### config.mk
export PLATFORM = sky130hd
export DESIGN_NAME = hazard_forwarding_unit_flat
export DESIGN_NICKNAME = d
export VERILOG_FILES = /design/src/rtl/hazard_forwarding_unit_if.sv /design/src/rtl/hazard_forwarding_unit.sv /design/src/flat_wrapper.sv
export SDC_FILE = /design/constraint.sdc
export NUM_CORES = 1
export LEC_CHECK = 0
export BUFFER_PORTS_ARGS = -buffer_cell sky130_fd_sc_hd__buf_4
export CAP_MARGIN = 20
export CORE_UTILIZATION = 35
export DETAILED_ROUTE_END_ITERATION = 7
export RECOVER_POWER = 50
export REMOVE_ABC_BUFFERS = 1
export SKIP_LAST_GASP = 1
export SLEW_MARGIN = 25
export SYNTH_ARGS = -nofsm -noshare
export SYNTH_HDL_FRONTEND = slang
export SYNTH_SLANG_ARGS = --single-unit
### constraint.sdc
create_clock -name clk -period 2.05 [get_ports clk]
set_input_delay 0.205 -clock clk [delete_from_list [all_inputs] [get_ports clk]]
set_output_delay 0.205 -clock clk [all_outputs]
set_load 0.005 [all_outputs]
### src/rtl/hazard_forwarding_unit_if.sv
// Signal bundle between the ID stage / control unit and the hazard/forwarding controller.
// The hazard unit sits on the slave side; the datapath (or a bench) drives the master side.
interface hazard_forwarding_unit_if #(
    parameter int REG_AW = 5,
    parameter int CNT_W  = 16
);
    logic [REG_AW-1:0] ID_rs1;
    logic [REG_AW-1:0] ID_rs2;
    logic              ID_use_rs1;
    logic              ID_use_rs2;
    logic [REG_AW-1:0] ID_rd;
    logic              ID_RF_Enable;
    logic              ID_Load_Instr;
    logic              EX_branch_taken;
    logic              MEM_wait;

    logic              CU_mux_sel;
    logic              PC_LE;
    logic              IF_ID_LE;
    logic              IF_ID_flush;
    logic              PIPE_LE;
    logic [1:0]        FWD_A_sel;
    logic [1:0]        FWD_B_sel;
    logic [CNT_W-1:0]  stall_cnt;

    modport master (
        output ID_rs1, ID_rs2, ID_use_rs1, ID_use_rs2, ID_rd,
               ID_RF_Enable, ID_Load_Instr, EX_branch_taken, MEM_wait,
        input  CU_mux_sel, PC_LE, IF_ID_LE, IF_ID_flush, PIPE_LE,
               FWD_A_sel, FWD_B_sel, stall_cnt
    );

    modport slave (
        input  ID_rs1, ID_rs2, ID_use_rs1, ID_use_rs2, ID_rd,
               ID_RF_Enable, ID_Load_Instr, EX_branch_taken, MEM_wait,
        output CU_mux_sel, PC_LE, IF_ID_LE, IF_ID_flush, PIPE_LE,
               FWD_A_sel, FWD_B_sel, stall_cnt
    );
endinterface

### src/rtl/hazard_forwarding_unit.sv
// Hazard controller for the 5-stage RV32I pipeline: operand forwarding selects, load-use
// bubbles, branch squash, memory-wait freeze and a saturating stall-cycle counter.
module hazard_forwarding_unit #(
    parameter int REG_AW = 5,
    parameter int CNT_W  = 16
) (
    input logic                    clk,
    input logic                    reset,
    hazard_forwarding_unit_if.slave hz
);

    typedef struct packed {
        logic              valid;
        logic [REG_AW-1:0] rd;
        logic              rf_en;
        logic              load;
    } slot_t;

    typedef enum logic {
        RUN,
        MEM_HOLD
    } state_t;

    slot_t            ex_q, mem_q, wb_q;
    state_t           state_q, state_d;
    logic [CNT_W-1:0] cnt_q;

    logic             cu_mux_sel;
    logic             pc_le;
    logic             if_id_le;
    logic             if_id_flush;
    logic             pipe_le;
    logic             load_use;
    logic [1:0]       fwd_a;
    logic [1:0]       fwd_b;

    // x0 is hardwired zero, so a write to it is never a producer.
    function automatic logic slot_match(input slot_t s, input logic [REG_AW-1:0] r);
        return s.valid & s.rf_en & (s.rd == r) & (r != '0);
    endfunction

    function automatic logic [1:0] fwd_select(input slot_t ex, input slot_t mem,
                                              input slot_t wb, input logic [REG_AW-1:0] r);
        if (slot_match(ex, r))
            return 2'b01;
        else if (slot_match(mem, r))
            return 2'b10;
        else if (slot_match(wb, r))
            return 2'b11;
        else
            return 2'b00;
    endfunction

    always_comb begin
        fwd_a    = fwd_select(ex_q, mem_q, wb_q, hz.ID_rs1);
        fwd_b    = fwd_select(ex_q, mem_q, wb_q, hz.ID_rs2);
        load_use = ex_q.load &
                   ((hz.ID_use_rs1 & slot_match(ex_q, hz.ID_rs1)) |
                    (hz.ID_use_rs2 & slot_match(ex_q, hz.ID_rs2)));
    end

    // A memory wait freezes everything; otherwise a taken branch outranks a load-use bubble.
    always_comb begin
        state_d     = state_q;
        cu_mux_sel  = 1'b0;
        pc_le       = 1'b1;
        if_id_le    = 1'b1;
        if_id_flush = 1'b0;
        pipe_le     = 1'b1;

        unique case (state_q)
            RUN, MEM_HOLD: begin
                if (hz.MEM_wait) begin
                    state_d  = MEM_HOLD;
                    pc_le    = 1'b0;
                    if_id_le = 1'b0;
                    pipe_le  = 1'b0;
                end else begin
                    state_d = RUN;
                    if (hz.EX_branch_taken) begin
                        if_id_flush = 1'b1;
                        cu_mux_sel  = 1'b1;
                    end else if (load_use) begin
                        cu_mux_sel = 1'b1;
                        pc_le      = 1'b0;
                        if_id_le   = 1'b0;
                    end
                end
            end
            default: state_d = RUN;
        endcase
    end

    always_ff @(posedge clk or posedge reset) begin
        if (reset)
            state_q <= RUN;
        else
            state_q <= state_d;
    end

    // The shadow copy of EX/MEM/WB only moves when the real pipeline registers load.
    always_ff @(posedge clk or posedge reset) begin
        if (reset) begin
            ex_q  <= '0;
            mem_q <= '0;
            wb_q  <= '0;
        end else if (pipe_le) begin
            ex_q  <= '{valid: ~cu_mux_sel, rd: hz.ID_rd,
                       rf_en: hz.ID_RF_Enable, load: hz.ID_Load_Instr};
            mem_q <= ex_q;
            wb_q  <= mem_q;
        end
    end

    always_ff @(posedge clk or posedge reset) begin
        if (reset)
            cnt_q <= '0;
        else if ((cu_mux_sel | hz.MEM_wait) && (cnt_q != '1))
            cnt_q <= cnt_q + CNT_W'(1);
    end

    assign hz.CU_mux_sel  = cu_mux_sel;
    assign hz.PC_LE       = pc_le;
    assign hz.IF_ID_LE    = if_id_le;
    assign hz.IF_ID_flush = if_id_flush;
    assign hz.PIPE_LE     = pipe_le;
    assign hz.FWD_A_sel   = fwd_a;
    assign hz.FWD_B_sel   = fwd_b;
    assign hz.stall_cnt   = cnt_q;

endmodule
### src/flat_wrapper.sv
// flat-port wrapper written by rule: the top's interface ports become plain ports
module hazard_forwarding_unit_flat 
#(
    parameter int REG_AW = 5,
    parameter int CNT_W  = 16
)
  (clk, reset, hz_ID_rs1, hz_ID_rs2, hz_ID_use_rs1, hz_ID_use_rs2, hz_ID_rd, hz_ID_RF_Enable, hz_ID_Load_Instr, hz_EX_branch_taken, hz_MEM_wait, hz_CU_mux_sel, hz_PC_LE, hz_IF_ID_LE, hz_IF_ID_flush, hz_PIPE_LE, hz_FWD_A_sel, hz_FWD_B_sel, hz_stall_cnt);
  hazard_forwarding_unit_if #(.REG_AW(REG_AW), .CNT_W(CNT_W)) hz_i ();
  input logic clk;
  input logic reset;
  input wire logic [$bits(hz_i.ID_rs1)-1:0] hz_ID_rs1;
  input wire logic [$bits(hz_i.ID_rs2)-1:0] hz_ID_rs2;
  input wire logic [$bits(hz_i.ID_use_rs1)-1:0] hz_ID_use_rs1;
  input wire logic [$bits(hz_i.ID_use_rs2)-1:0] hz_ID_use_rs2;
  input wire logic [$bits(hz_i.ID_rd)-1:0] hz_ID_rd;
  input wire logic [$bits(hz_i.ID_RF_Enable)-1:0] hz_ID_RF_Enable;
  input wire logic [$bits(hz_i.ID_Load_Instr)-1:0] hz_ID_Load_Instr;
  input wire logic [$bits(hz_i.EX_branch_taken)-1:0] hz_EX_branch_taken;
  input wire logic [$bits(hz_i.MEM_wait)-1:0] hz_MEM_wait;
  output wire logic [$bits(hz_i.CU_mux_sel)-1:0] hz_CU_mux_sel;
  output wire logic [$bits(hz_i.PC_LE)-1:0] hz_PC_LE;
  output wire logic [$bits(hz_i.IF_ID_LE)-1:0] hz_IF_ID_LE;
  output wire logic [$bits(hz_i.IF_ID_flush)-1:0] hz_IF_ID_flush;
  output wire logic [$bits(hz_i.PIPE_LE)-1:0] hz_PIPE_LE;
  output wire logic [$bits(hz_i.FWD_A_sel)-1:0] hz_FWD_A_sel;
  output wire logic [$bits(hz_i.FWD_B_sel)-1:0] hz_FWD_B_sel;
  output wire logic [$bits(hz_i.stall_cnt)-1:0] hz_stall_cnt;
  assign hz_i.ID_rs1 = hz_ID_rs1;
  assign hz_i.ID_rs2 = hz_ID_rs2;
  assign hz_i.ID_use_rs1 = hz_ID_use_rs1;
  assign hz_i.ID_use_rs2 = hz_ID_use_rs2;
  assign hz_i.ID_rd = hz_ID_rd;
  assign hz_i.ID_RF_Enable = hz_ID_RF_Enable;
  assign hz_i.ID_Load_Instr = hz_ID_Load_Instr;
  assign hz_i.EX_branch_taken = hz_EX_branch_taken;
  assign hz_i.MEM_wait = hz_MEM_wait;
  assign hz_CU_mux_sel = hz_i.CU_mux_sel;
  assign hz_PC_LE = hz_i.PC_LE;
  assign hz_IF_ID_LE = hz_i.IF_ID_LE;
  assign hz_IF_ID_flush = hz_i.IF_ID_flush;
  assign hz_PIPE_LE = hz_i.PIPE_LE;
  assign hz_FWD_A_sel = hz_i.FWD_A_sel;
  assign hz_FWD_B_sel = hz_i.FWD_B_sel;
  assign hz_stall_cnt = hz_i.stall_cnt;
  hazard_forwarding_unit #(.REG_AW(REG_AW), .CNT_W(CNT_W)) u_core (.clk(clk), .reset(reset), .hz(hz_i));
endmodule
==> summary.txt <==
Outcome
  • Status: finished, violations left
  • Failing checks: setup timing

Detailed routing
  • Drt wl/cell: 14.86 um
  • Vias per cell: 5.057
  • First drt pass iteration count: 4
  • Via count of the routed design: 1674
  • Starting DRT DRC Count: 57
  • Total Wirelength: 4919 um
  • Detail Route Antenna Nets: 0
  • # DRC: 0

Floorplanning
  • Core area: 5921 um2
  • I/O pins: 48
  • Starting density of the core: 0.3643
  • Die height: 80.51 um
  • Rows: 28
  • Die area: 6481 um2
  • Die W: 80.51 um

Timing
  • Fmax: 483.1 MHz
  • Worst-Margin Slew: 0.9572 ns
  • WHS: 0.1398 ns
  • Max Slew Vio Count: 0
  • RSZ-0062 raised after global routing: true
  • Slew HR: 0.3619
  • PnR worst setup slack: -0.02004 ns
  • Final hold violations: 0
  • Setup Skew: 0.008210 ns
  • Setup violators final: 3
  • Fin crit period: 2.070 ns
  • Period utilization: 1.010

Clock tree
  • Inserted Clock Buffers: 5
  • Root buffer cell: clkbuf_8
  • Insertion delay to the later sink of the worst-skew pair: 0.29 ns
  • Sink Count: 38
  • Clock buffer depth: 2
  • TritonCTS clock tree: yes
  • CTS Hold Bufs: 0
  • Worst-path clk slew: 0.08 ns
  • H-tree depth: 2

Synthesis
  • Post-Syn Area per Cell: 11.18 um2
  • Synth top area share: 0.4408
  • Cell taking the most area after synthesis: dfrtp_1
  • Synth unique cells: 37
  • Synth warn: 0
  • Top post-synthesis cells by area: dfrtp_1 44%, xnor2_1 12%, mux2_2 11%
  • Seq/Total Area, Yosys: 0.4408
  • Mapped Cells: 193
  • Seq cells post-synth: 38
  • Synth Cell Area: 2157 um2

Hold path
  • Worst hold start: hz_ID_rd[3]
  • Worst Hold Depth: 2
  • Hold Path Sink: u_core.ex_q[5]
  • HP Class: primary input to flop

Global routing
  • Initial antenna violation count: 0
  • Vias in the first global route: 1667
  • Largest net degree at the start of global routing: 39
  • Total GRT Usage: 0.1640
  • Gr ovfl total: 0
  • First-pass GRT wire length: 7962 um

Placed design
  • Placer Congestion: 0.8298
  • # placed instances: 320
  • Detailed Place HPWL: 3671 um
  • Dpl ws: 0.07837 ns
  • Port bufs: 47

Finish
  • Final core occ: 0.4687
  • Most frequent cells in the layout: 57 x buf_4, 38 x dfrtp_1, 30 x xnor2_1
  • Layout area overhead: 28.65%
  • Most common cell after layout, fill and taps aside: buf_4
  • Antenna Cells: 0
  • Non-filler cells in the finished layout: 331
  • Layout cells sized above 1: 0.4102
  • Final nets: 279

Setup path
  • Crit path largest cell delay: 0.46 ns
  • Max stage delay cell, worst path: or4_4
  • CP Max Fanout: 4
  • Buf+Inv Stages, Crit Path: 1
  • Flop-to-flop setup slack: 0.07 ns
  • Nature of the critical path startpoint: flop
  • Arr. time, crit path: 1.87 ns
  • Critical path capture point type: output port
  • Delay-heaviest family, CP: simple AND/OR/NAND/NOR gates
  • Most used cell, CP: nor2_1
  • R2R depth: 7
  • Reg2reg end: u_core.hz.stall_cnt[12]
  • Reg2Reg Launch Point: u_core.ex_q[6]
  • Crit Path Category: flop to output port
  • Critical Path RT: 1.85 ns
  • Crit path cell chain: xnor2_1 > nand3_1 > or4_4 > o21ai_2 > nor2_1 > nor2_1 > buf_4

Job
  • Max cap viols: 0

Power and ir drop
  • Power, Total: 2.235 mW
  • PwrDens: 805.3 nW/um2
  • Worst vdd ir: 0.0005620 V
  • Leak: 1.197 nW
logic make-up after synthesis:
group                      count (synthesis)  synth area share
and+or+nand+nor                           71            0.1920
buffers and inverters                      9           0.02262
DFF                                       38            0.4408
xor gates and xnor gates                  43            0.1746
AOI/OAI and AO/OA                          8           0.04235
muxes                                     23            0.1218
adders and majority gates                  1          0.005800
stage by stage:
stage	cell area [um2]	setup TNS, ns
after detailed placement	2649	0
after global placement	2649	0
after floorplan	2120	0
after CTS	2754	-0.09007
final	2775	-0.04912
after global routing	2775	-0.3161
how the worst max path moves through the flow:
stage | cells after the start | end | startpoint | slack [ns]
floorplan | 6 | u_core.hz.stall_cnt[12] | u_core.ex_q[2] | 0.03
global placement | 8 | u_core.hz.stall_cnt[14] | hz_ID_rs2[1] | 0.11
detailed placement | 7 | u_core.hz.stall_cnt[9] | u_core.ex_q[2] | 0.08
CTS | 7 | hz_CU_mux_sel | u_core.ex_q[3] | -0.04
global route | 6 | hz_IF_ID_LE | u_core.ex_q[3] | -0.1
finish | 7 | hz_CU_mux_sel | u_core.ex_q[6] | -0.02
cells in the mapped netlist:
cell / number
dfrtp_1: 38
xnor2_1: 30
mux2_2: 21
nand2_1: 14
xor2_1: 13
nand4_1: 10
nor2_1: 9
nand3_1: 7
nor3_1: 5
nor4_1: 5
and3_1: 4
nand3_2: 4
clkbuf_1: 3
inv_1: 3
a21oi_1: 2
and4_1: 2
nand4_2: 2
o21ai_0: 2
a31oi_4: 1
a41oi_2: 1
buf_1: 1
buf_4: 1
buf_8: 1
ha_1: 1
mux2_1: 1
mux2_4: 1
nand2_2: 1
nand2b_1: 1
nand3b_1: 1
nor2_2: 1
nor2b_1: 1
o2111ai_4: 1
o21a_1: 1
or3_1: 1
or4_1: 1
or4_2: 1
or4_4: 1
layer usage:
| metal | global-route usage | vias to the layer above | routed length (um) |
|---|---|---|---|
| li1 | - | 808 | - |
| met5 | 0 | - | 0 |
| met2 | 0.2864 | 41 | 2441 |
| met1 | 0.1993 | 819 | 2158 |
| met3 | 0.03750 | 6 | 266 |
| met4 | 0.04821 | 0 | 52 |
worst reg2reg max path, stage by stage, from the launching register on:
cell and delay, ns:
dfrtp_1 0.42, xnor2_1 0.20, nand3_1 0.13, or4_4 0.46, o2111ai_4 0.11, buf_4 0.16, nand4_2 0.09, mux2_4 0.31
area by class of cell:
class / instances / area (um2)
clock inverter: 1 / 5.005
multi-input combinational: 146 / 1169
clock buffer: 7 / 86.33
inverter: 3 / 11.26
tap: 75 / 93.84
sequential: 38 / 950.9
timing repair buffer: 61 / 459.2
fill: 580 / 3146
flip-flops by register name, summed over array words and instances, names as in the netlist:
register	cells
u_core.ex_q	8
u_core.wb_q	7
u_core.hz.stall_cnt	16
u_core.mem_q	7
power by group:
group,internal (mW),switching (mW),leakage (nW)
clock network,0.271,0.264,0.0482
logic,0.389,0.278,0.679
registers,0.887,0.146,0.470
total,1.55,0.687,1.20
timing repair:
action                                  in CTS  in global routing
endpoints found under the setup margin       5                  8
buffers inserted                             1                  2
gates resized for setup                      3                  2
pin swaps                                    1                  1
(Power assumes the default switching activity.)
